--- src/rtl/spi_memory_pkg.sv ---
// spi_memory_pkg
//   Shared types and constants for the SPI-slave burst memory.
//   - spi_state_t : FSM state encoding
//   - SPI_READ / SPI_WRITE : value of the R/W bit that follows the address
//   - CPOL_BIT / CPHA_BIT and mode_cpol()/mode_cpha() : decode of SPI_MODE (0..3)
package spi_memory_pkg;

  typedef enum logic [2:0] {
    IDLE  = 3'd0,
    ADDR  = 3'd1,
    RW    = 3'd2,
    WRITE = 3'd3,
    READ  = 3'd4,
    DONE  = 3'd5
  } spi_state_t;

  localparam logic SPI_READ  = 1'b1;
  localparam logic SPI_WRITE = 1'b0;

  localparam int CPOL_BIT = 1;
  localparam int CPHA_BIT = 0;

  function automatic logic mode_cpol(input int mode);
    return mode[CPOL_BIT];
  endfunction

  function automatic logic mode_cpha(input int mode);
    return mode[CPHA_BIT];
  endfunction

endpackage

--- src/rtl/spi_input_conditioner.sv ---
// spi_input_conditioner
//   Brings the asynchronous SPI pins into the clk domain and turns SCLK/CS
//   transitions into single-cycle strobes, decoded for the selected SPI mode.
// Ports:
//   clk, reset      : system clock, synchronous active-high reset
//   sclk_pin        : raw SPI clock
//   cs_pin          : raw chip select (active-low)
//   mosi_pin        : raw master data
//   sample_edge     : strobe, SCLK edge on which data is captured
//   shift_edge      : strobe, SCLK edge on which MISO advances
//   cs_fall/cs_rise : strobes on chip-select transitions
//   mosi_bit        : synchronized MOSI, aligned with sample_edge
import spi_memory_pkg::*;

module spi_input_conditioner #(
  parameter int SPI_MODE = 0
) (
  input  logic clk,
  input  logic reset,
  input  logic sclk_pin,
  input  logic cs_pin,
  input  logic mosi_pin,
  output logic sample_edge,
  output logic shift_edge,
  output logic cs_fall,
  output logic cs_rise,
  output logic mosi_bit
);

  localparam logic CPOL = mode_cpol(SPI_MODE);
  localparam logic CPHA = mode_cpha(SPI_MODE);

  logic [1:0] sclk_sync;
  logic [1:0] cs_sync;
  logic [1:0] mosi_sync;
  logic       sclk_d;
  logic       cs_d;

  // The synchronizer chain deliberately has no reset: it keeps tracking the
  // pins through a reset so that a CS held low across reset is not seen as a
  // fresh falling edge afterwards.
  always_ff @(posedge clk) begin
    sclk_sync <= {sclk_sync[0], sclk_pin};
    cs_sync   <= {cs_sync[0], cs_pin};
    mosi_sync <= {mosi_sync[0], mosi_pin};
    sclk_d    <= sclk_sync[1];
    cs_d      <= cs_sync[1];
  end

  logic sclk_chg;
  logic lead_edge;
  logic trail_edge;

  always_comb begin
    sclk_chg   = sclk_sync[1] ^ sclk_d;
    // leading edge leaves the idle level, trailing edge returns to it
    lead_edge  = sclk_chg && (sclk_d == CPOL);
    trail_edge = sclk_chg && (sclk_sync[1] == CPOL);
  end

  always_ff @(posedge clk) begin
    if (reset) begin
      sample_edge <= 1'b0;
      shift_edge  <= 1'b0;
      cs_fall     <= 1'b0;
      cs_rise     <= 1'b0;
      mosi_bit    <= 1'b0;
    end else begin
      sample_edge <= CPHA ? trail_edge : lead_edge;
      shift_edge  <= CPHA ? lead_edge : trail_edge;
      cs_fall     <= cs_d & ~cs_sync[1];
      cs_rise     <= ~cs_d & cs_sync[1];
      mosi_bit    <= mosi_sync[1];
    end
  end

endmodule

--- src/rtl/spi_memory_burst.sv ---
// spi_memory_burst
//   SPI-slave front end to a 2^ADDR_WIDTH x DATA_WIDTH register memory.
//   Frame: ADDR_WIDTH address bits, one R/W bit (1 = read), then data words,
//   all MSB first. Optional burst mode (macro SPI_BURST_EN) keeps transferring
//   words at an auto-incremented, wrapping address until CS rises; without it
//   a frame carries exactly one data word.
// Ports:
//   clk, reset : system clock, synchronous active-high reset
//   sclk_pin   : SPI clock (async)
//   cs_pin     : chip select, active-low (async)
//   mosi_pin   : master data in
//   miso_pin   : slave data out, 0 outside the read data phase
//   leds       : bits [3:0] of the last word written
//
// state | meaning
// ------+-------------------------------------------------------------
// IDLE  | CS high or frame dropped; waits for CS falling
// ADDR  | shifting in the address bits
// RW    | waiting for the R/W bit
// WRITE | shifting in a data word, written on its last bit
// READ  | shifting out the fetched word on MISO
// DONE  | single word done (non-burst); SCLK ignored until CS rises
import spi_memory_pkg::*;

module spi_memory_burst #(
  parameter int ADDR_WIDTH = 7,
  parameter int DATA_WIDTH = 8,
  parameter int SPI_MODE   = 0
) (
  input  logic       clk,
  input  logic       reset,
  input  logic       sclk_pin,
  input  logic       cs_pin,
  input  logic       mosi_pin,
  output logic       miso_pin,
  output logic [3:0] leds
);

  localparam int MAX_W = (ADDR_WIDTH > DATA_WIDTH) ? ADDR_WIDTH : DATA_WIDTH;
  localparam int CNT_W = $clog2(MAX_W + 1);
  localparam logic [CNT_W-1:0] ADDR_LAST = CNT_W'(ADDR_WIDTH - 1);
  localparam logic [CNT_W-1:0] DATA_LAST = CNT_W'(DATA_WIDTH - 1);

  logic sample_edge;
  logic shift_edge;
  logic cs_fall;
  logic cs_rise;
  logic mosi_bit;

  spi_input_conditioner #(
    .SPI_MODE (SPI_MODE)
  ) u_cond (
    .clk         (clk),
    .reset       (reset),
    .sclk_pin    (sclk_pin),
    .cs_pin      (cs_pin),
    .mosi_pin    (mosi_pin),
    .sample_edge (sample_edge),
    .shift_edge  (shift_edge),
    .cs_fall     (cs_fall),
    .cs_rise     (cs_rise),
    .mosi_bit    (mosi_bit)
  );

  spi_state_t              state;
  logic [ADDR_WIDTH-1:0]   addr;
  logic [CNT_W-1:0]        bit_cnt;    // down-counter, last bit at 0
  logic [DATA_WIDTH-2:0]   shift_in;
  logic [DATA_WIDTH-1:0]   shift_out;
  logic                    fetch;
  logic [DATA_WIDTH-1:0]   mem [2**ADDR_WIDTH];

  logic [DATA_WIDTH-1:0]   word_in;
  logic                    wr_en;

  // CS rising on the same cycle as the last sample aborts the word.
  always_comb begin
    word_in = {shift_in, mosi_bit};
    wr_en   = (state == WRITE) && sample_edge && (bit_cnt == '0) && !cs_rise;
  end

  // Memory contents are intentionally not reset.
  always_ff @(posedge clk) begin
    if (wr_en) mem[addr] <= word_in;
  end

  always_ff @(posedge clk) begin
    if (reset) begin
      state     <= IDLE;
      addr      <= '0;
      bit_cnt   <= '0;
      shift_in  <= '0;
      shift_out <= '0;
      fetch     <= 1'b0;
      miso_pin  <= 1'b0;
      leds      <= 4'b0000;
    end else begin
      fetch <= 1'b0;
      // one cycle after a fetch request, addr already holds the target
      if (fetch) shift_out <= mem[addr];

      if (cs_rise) begin
        state    <= IDLE;
        addr     <= '0;
        bit_cnt  <= '0;
        fetch    <= 1'b0;
        miso_pin <= 1'b0;
      end else begin
        case (state)
          IDLE: begin
            miso_pin <= 1'b0;
            if (cs_fall) begin
              state   <= ADDR;
              addr    <= '0;
              bit_cnt <= ADDR_LAST;
            end
          end

          ADDR: begin
            if (sample_edge) begin
              addr <= {addr[ADDR_WIDTH-2:0], mosi_bit};
              if (bit_cnt == '0) state <= RW;
              else bit_cnt <= bit_cnt - 1'b1;
            end
          end

          RW: begin
            if (sample_edge) begin
              bit_cnt <= DATA_LAST;
              if (mosi_bit == SPI_READ) begin
                state <= READ;
                fetch <= 1'b1;
              end else begin
                state <= WRITE;
              end
            end
          end

          WRITE: begin
            if (sample_edge) begin
              shift_in <= word_in[DATA_WIDTH-2:0];
              if (bit_cnt == '0) begin
                leds <= word_in[3:0];
`ifdef SPI_BURST_EN
                addr    <= addr + ADDR_WIDTH'(1);
                bit_cnt <= DATA_LAST;
`else
                state   <= DONE;
`endif
              end else begin
                bit_cnt <= bit_cnt - 1'b1;
              end
            end
          end

          READ: begin
            if (shift_edge) begin
              miso_pin  <= shift_out[DATA_WIDTH-1];
              shift_out <= {shift_out[DATA_WIDTH-2:0], 1'b0};
            end
            if (sample_edge) begin
              if (bit_cnt == '0) begin
`ifdef SPI_BURST_EN
                addr    <= addr + ADDR_WIDTH'(1);
                bit_cnt <= DATA_LAST;
                fetch   <= 1'b1;
`else
                state    <= DONE;
                miso_pin <= 1'b0;
`endif
              end else begin
                bit_cnt <= bit_cnt - 1'b1;
              end
            end
          end

          DONE: begin
            miso_pin <= 1'b0;
          end

          default: begin
            state    <= IDLE;
            miso_pin <= 1'b0;
          end
        endcase
      end
    end
  end

endmodule

--- config.mk ---
export PLATFORM = sky130hd
export DESIGN_NAME = spi_memory_burst
export DESIGN_NICKNAME = d
export VERILOG_FILES = /design/src/rtl/spi_memory_pkg.sv /design/src/rtl/spi_input_conditioner.sv /design/src/rtl/spi_memory_burst.sv
export SDC_FILE = /design/constraint.sdc
export NUM_CORES = 1
export LEC_CHECK = 0
export CAP_MARGIN = 30
export CORE_MARGIN = 2
export CORE_UTILIZATION = 60
export CTS_BUF_LIST = sky130_fd_sc_hd__clkbuf_8
export CTS_CLUSTER_SIZE = 28
export DETAILED_ROUTE_END_ITERATION = 7
export PLACE_DENSITY = 0.78
export SLEW_MARGIN = 20
export SYNTH_ARGS = -nofsm -noshare
export SYNTH_HDL_FRONTEND = slang
export SYNTH_SLANG_ARGS = --single-unit
--- constraint.sdc ---
create_clock -name clk -period 3.6 [get_ports clk]
set_input_delay 0.72 -clock clk [delete_from_list [all_inputs] [get_ports clk]]
set_output_delay 0.72 -clock clk [all_outputs]
set_load 0.05 [all_outputs]
== Yosys cells after proc, flatten, opt, wreduce, memory -nomap -nowiden ==
Memories as Yosys holds them, arrays and structs flattened. A register that Yosys moved wholly into a read port is not among the register bits.
Index checks and enable logic that the tools add are counted.

* Register bits after elaboration: 48
* Bits in latches: 0
* Memory bits (writable): 1024
* Memory bits (read-only): 0
* Input port bits: 5
* Logic and storage cells: 93
* Memories: 1

{| class="wikitable"
|+ Memories
! memory !! depth !! bits a word !! read ports !! clocked after memory_dff !! wr ports !! line !! text
|-
| mem || 128 || 8 || 1 || 1 || 1 || spi_memory_burst.sv:71 || <nowiki>logic [DATA_WIDTH-1:0] mem [2**ADDR_WIDTH];</nowiki>
|}

* Add/subtract/negate cells: 1
* Multipliers: 0
* Div/mod/pow operators: 0
* Magnitude comparators: 0
* Equality and inequality tests: 13
* Shifts and indexed selects: 0
* Mux-type cells: 29
* Bitwise operators: 11
* Reduce and logical (&&, ||, !) cells: 20

{| class="wikitable"
|+ Operator list
! kind !! number
|-
| 8-bit 2-to-1 mux || 4
|-
| 7-bit 2-to-1 mux || 4
|-
| 3-bit 2-to-1 mux || 7
|-
| 4-bit 2-to-1 mux || 4
|-
| 3-bit case mux with 5 select lines || 1
|-
| 7-bit case mux with 2 select lines || 1
|-
| 2-bit by 1-bit != test with 1-bit output (second input constant) || 6
|-
| 4-bit case mux with 3 select lines || 1
|-
| 1-bit NOT || 8
|-
| 7-bit AND reduction || 1
|-
| 3-bit by 2-bit equality test with 1-bit output (second input constant) || 2
|-
| 3-bit equality test (second input constant) || 2
|-
| 1-bit 2-to-1 mux || 6
|-
| 3-bit AND reduction || 2
|-
| 3-bit OR reduction || 2
|-
| 1-bit logical AND || 5
|-
| 5-bit AND reduction || 1
|-
| 4-bit logical NOT || 1
|-
| 2-bit != test (second input constant) || 2
|-
| 4-bit AND reduction || 1
|-
| 2-bit OR reduction || 2
|-
| 4-bit OR reduction || 1
|-
| 4-bit by 1-bit subtractor with 4-bit output (second input constant) || 1
|-
| 3-bit by 1-bit equality test with 1-bit output (second input constant) || 1
|-
| other kinds (7) || 8
|}

== Longest topological paths before layout ==
* Word-level depth: 6
* Depth in mapped cells: 11

== Cells and area by module ==
Synthesis repeated with hierarchy kept, for this count alone.

* Cells, all modules: 2130
* Area total of the unflattened synthesis: 42131.7 sq um

{| class="wikitable"
|+ Modules (own cells, without submodules)
! module !! instances !! cells an instance !! area each (sq um) !! seq. area each (sq um)
|-
| spi_memory_burst || 1 || 2112 || 41835.1 || 31590.3
|-
| spi_input_conditioner || 1 || 18 || 296.5 || 260.2
|}

== Worst setup path after synthesis ==
OpenSTA, ideal clock, no wires.

* Path kind: register -> register
* Start point: register bit_cnt[0]
* End point: memory mem[56][0], enable pin
* Arrival time: 2.306 ns
* Data required time: 3.229 ns
* Path slack: 0.923 ns
* Stages on the path, launching flop included: 8
* Buffers on the path: 1
* Path through: dfxtp_1 -> inv_1 -> ha_1 -> or3b_1 -> nor4_4 -> buf_2 -> nand4_1 -> nor2_1

* Word-level cells in the longest chain between the ends: 5

{| class="wikitable"
|+ Ends and longest elaborated chain
! what !! line !! text
|-
| start: declaration || spi_memory_burst.sv:67 || <nowiki>logic [CNT_W-1:0] bit_cnt;</nowiki>
|-
| start signal: assignment || spi_memory_burst.sv:123 || <nowiki>else bit_cnt <= bit_cnt - 1'b1;</nowiki>
|-
| start signal: assignment || spi_memory_burst.sv:151 || <nowiki>bit_cnt <= bit_cnt - 1'b1;</nowiki>
|-
| start signal: assignment || spi_memory_burst.sv:172 || <nowiki>bit_cnt <= bit_cnt - 1'b1;</nowiki>
|-
| 4-bit logical NOT || spi_memory_burst.sv:79 || <nowiki>wr_en = (state == WRITE) && sample_edge && (bit_cnt == '0) && !cs_rise;</nowiki>
|-
| 1-bit logical AND (2 in series) || spi_memory_burst.sv:79 ||
|-
| 1-bit 2-to-1 mux || spi_memory_burst.sv:84 || <nowiki>if (wr_en) mem[addr] <= word_in;</nowiki>
|-
| 1-bit 2-to-1 mux (implied by the code) || spi_memory_burst.sv:84 ||
|-
| end: declaration || spi_memory_burst.sv:71 ||
|}

Every way passes these cells.

==> results.md <==
- Std-Cell Rows: a little under 100
- Crit-path max FO: 33
- Clock power frac: 0.405
- First-pass GRT wire length: ~150000 µm
- Post-Syn Area: around 42000 µm²
- CP Data Arrival Time: 3.89 ns
- RSZ-0062 raised after global routing: false
- Met3 Usage GRT: 0.0575
- Seq pwr share: 0.591
- Total CTS buffers: 161
- Final number of setup-violating endpoints: 0
- Max-cap viol count: 0
- Die width: 269 µm
- Slack of the critical path: 0.369 ns
- Gr usage total: 0.271
- Final Non-Filler Cells: 3547
- Via count: 22800
- Seq/Total Area, Yosys: 0.754
- Slowest CP cell: dfxtp_4
- Most used DFF post-synth: edfxtp_1
- CP most frequent cell: buf_12
- Global routing's busiest layer: met2
- Drc violations: 0
- Fin area: about 48000 µm²
- CP Capture Type: flop
- Clock sinks: 1079
- Die Y: about 270 µm
- Largest net degree at the start of global routing: about 130
- Starting density of the core: 0.604
- Setup crit start kind: flop
- Fmax: 310 MHz
- WP data required: 4.26 ns
- Die area: 72500 µm²
- Vias in the first global route: 22700
- Starting DRC count in detailed routing: approximately 3300
- Final Hold Slack: 0.326 ns
- Synth warn: 0
- Routed Antenna Nets: 0
- Clk root buf: clkbuf_8
- Core Area: 69900 µm²
- Overall routed net length: 97000 µm
- Postcts setup bufs: 0
- # port buffers: 9
- Static leakage: 15.1 nW
- Worst-Skew Late Latency: 0.79 ns
- DR pass1 iterations: 6
- Switch Pwr: around 4.5 mW
- Htree depth: 4
- Combinational power share: 0.004
- CTS resizes: 0
- Hold-fix buffers, CTS: 0
- Tcrit/Tclk final: 0.897
- Placed insts: 3261
- Pwr/cell area: 482 nW/µm²
- Most frequent cells in the layout: 1024 x edfxtp_1, 261 x mux2i_1, 203 x buf_4
- Synth cell types: 67
- Post-synthesis instance total: ~2200
- Gr ovfl total: 0
- Max clock buf depth: 3
- Dpl cell area: 44600 µm²
- Post-synth ARST share: 0
- Final HPWL DP: 61000 µm
- Worst min path class: flop to flop
- CP Class: flop to flop
- Net switching fraction of the power: 0.198
- Int Pwr: 18.4 mW
- Slowest stage delay, CP: between 0.8 and 0.9 ns
- Slew at the pin closest to its max-slew limit: between 1 and 1.5 ns
- DR vias/cell: 6.42
- GRT met1 Usage: 0.389
- CP Cell Sequence: buf_12 > buf_12 > mux4_2 > mux2i_1 > a21oi_1 > o211ai_1 > o21ai_1
- Slew Limit Headroom: 0.324
- Post-synth EDFFs: ~1000
- Mean routed wirelength per cell: 27.3 µm
- GRT met2 Usage: 0.414
- VDD IR max: 0.408 mV
- Final hold viol count: 0
- Fin crit period: 3.23 ns
- Syn_nets: 2220
- Commonest non-fill, non-tap cell in the layout: edfxtp_1
- IO Pins: 10
- Fin nets: ~2500
- #FFs+latches synth: 1079
- Initial antenna violation count: 1
- Max-slew violation count: 0
- Pre-CTS worst setup slack: 0.378 ns
- Syn avg cell area: 19.1 µm²
- CTS tree: done
- Status: finished, final reports clean
- Fin Setup TNS: 0 ns
- Area Growth Syn to Fin: 12.7%
- Layout cells sized above 1: 0.233
- Final Skew: about 0.03 ns
- RePlAce Congestion: 0.918
- Clock slew at reported path FFs: 0.07 ns
==> flip-flops by register name (all words and copies together), names as in the netlist, named ones only <==
register / cells
mem: 1024
shift_out: 8
addr: 7
shift_in: 7
bit_cnt: 4
leds: 4
state: 3
u_cond.cs_sync: 2
u_cond.mosi_sync: 2
u_cond.sclk_sync: 2
fetch: 1
miso_pin: 1
u_cond.cs_d: 1
u_cond.cs_fall: 1
u_cond.cs_rise: 1
u_cond.mosi_bit: 1
u_cond.sample_edge: 1
u_cond.sclk_d: 1
u_cond.shift_edge: 1
==> worst max-delay path: cells and delay by family (launching register included) <==
kind	cells	cell delay [ns]
buffers and inverters	2	0.57
AO/OA/AOI/OAI	3	0.81
multiplexers	2	0.86
flip-flops	1	0.82
==> logic make-up (layout without fill, tap and decap cells) <==
| kind of cell | after synthesis | after routing | synth area share |
|---|---|---|---|
| compound gates | 222 | 222 | 0.0368 |
| xor+xnor | 1 | 1 | 0.000207 |
| fa+ha+maj | 2 | 2 | 0.000592 |
| buf+inv | 130 | 522 | 0.0196 |
| flops | 1079 | 1079 | 0.754 |
| mux | 429 | 429 | 0.150 |
| other cells | 0 | 2 | 0 |
| simple gates | 350 | 350 | 0.0384 |
==> cells in the mapped netlist (all sizes together), types with 2 or more instances <==
master   number  area share
a22oi        70       0.012
nor3         15      0.0019
nor3b         5     0.00089
nor2b        17      0.0025
mux2          5      0.0013
o22ai        26      0.0039
o2111ai       7      0.0015
nand4         7      0.0010
mux2i       261       0.062
clkbuf       43      0.0039
clkinv        3     0.00027
dfxtp        55       0.026
inv           6     0.00053
a311oi        3     0.00062
nor4          6      0.0014
o211ai        7      0.0012
a22o          2     0.00041
nand2        44      0.0039
o221ai        2     0.00041
mux4        163       0.087
a211oi       13      0.0023
a2111oi       8      0.0017
nor2        175       0.016
a31oi         3     0.00044
ha            2     0.00059
o311a         2     0.00047
a221oi       11      0.0023
nand3        51      0.0060
o21ai        18      0.0021
and2          4     0.00059
or3b          4     0.00083
buf          78       0.015
nand4b        3     0.00062
nand2b        8      0.0012
edfxtp     1024        0.73
a21oi        38      0.0045
nand3b        7      0.0012
==> final cells by class <==
cell class | instances | area (µm²)
timing repair buffer | 229 | 1950
fill | 4325 | 22300
inverter | 9 | 33.8
sequential | 1079 | 31900
multi-input combinational | 1004 | 9560
antenna | 2 | 5.00
tap | 940 | 1180
clock buffer | 169 | 2330
clock inverter | 115 | 666
==> path summary, 6_finish.rpt <==
path	from	endpoint	slack [ns]	depth (start not counted)
hold / removal	u_cond.mosi_sync[0]$_DFF_P_	u_cond.mosi_sync[1]$_DFF_P_	0.33	0
hold reg to reg	u_cond.mosi_sync[0]$_DFF_P_	u_cond.mosi_sync[1]$_DFF_P_	0.33	0
setup reg to reg	flop	shift_out[4]$_SDFF_PP0_	0.37	7
setup / recovery	flop	shift_out[4]$_SDFF_PP0_	0.37	7
==> power by group through the flow <==
stage | sequential, mW | combinational, mW | clock, mW
after global routing | 13.6 | 0.0906 | 9.93
after CTS | 13.6 | 0.0835 | 9.43
after floorplan | 13.8 | 0.0523 | 0
after detailed placement | 13.8 | 0.0832 | 0
after global placement | 13.8 | 0.0777 | 0
final | 13.6 | 0.0856 | 9.29
==> metal layers <==
layer	wire length [µm]	share of wire
met5	0	0
met4	3300	0.034
met3	10500	0.11
met2	46000	0.47
met1	37200	0.38
==> per-stage QoR <==
step	util	total power, mW
after CTS	0.681	23.1
after global placement	0.638	13.9
final	0.681	23.0
after detailed placement	0.638	13.9
after global routing	0.681	23.6
after floorplan	-	13.9
Note: power is estimated with default switching activity, not from simulation.
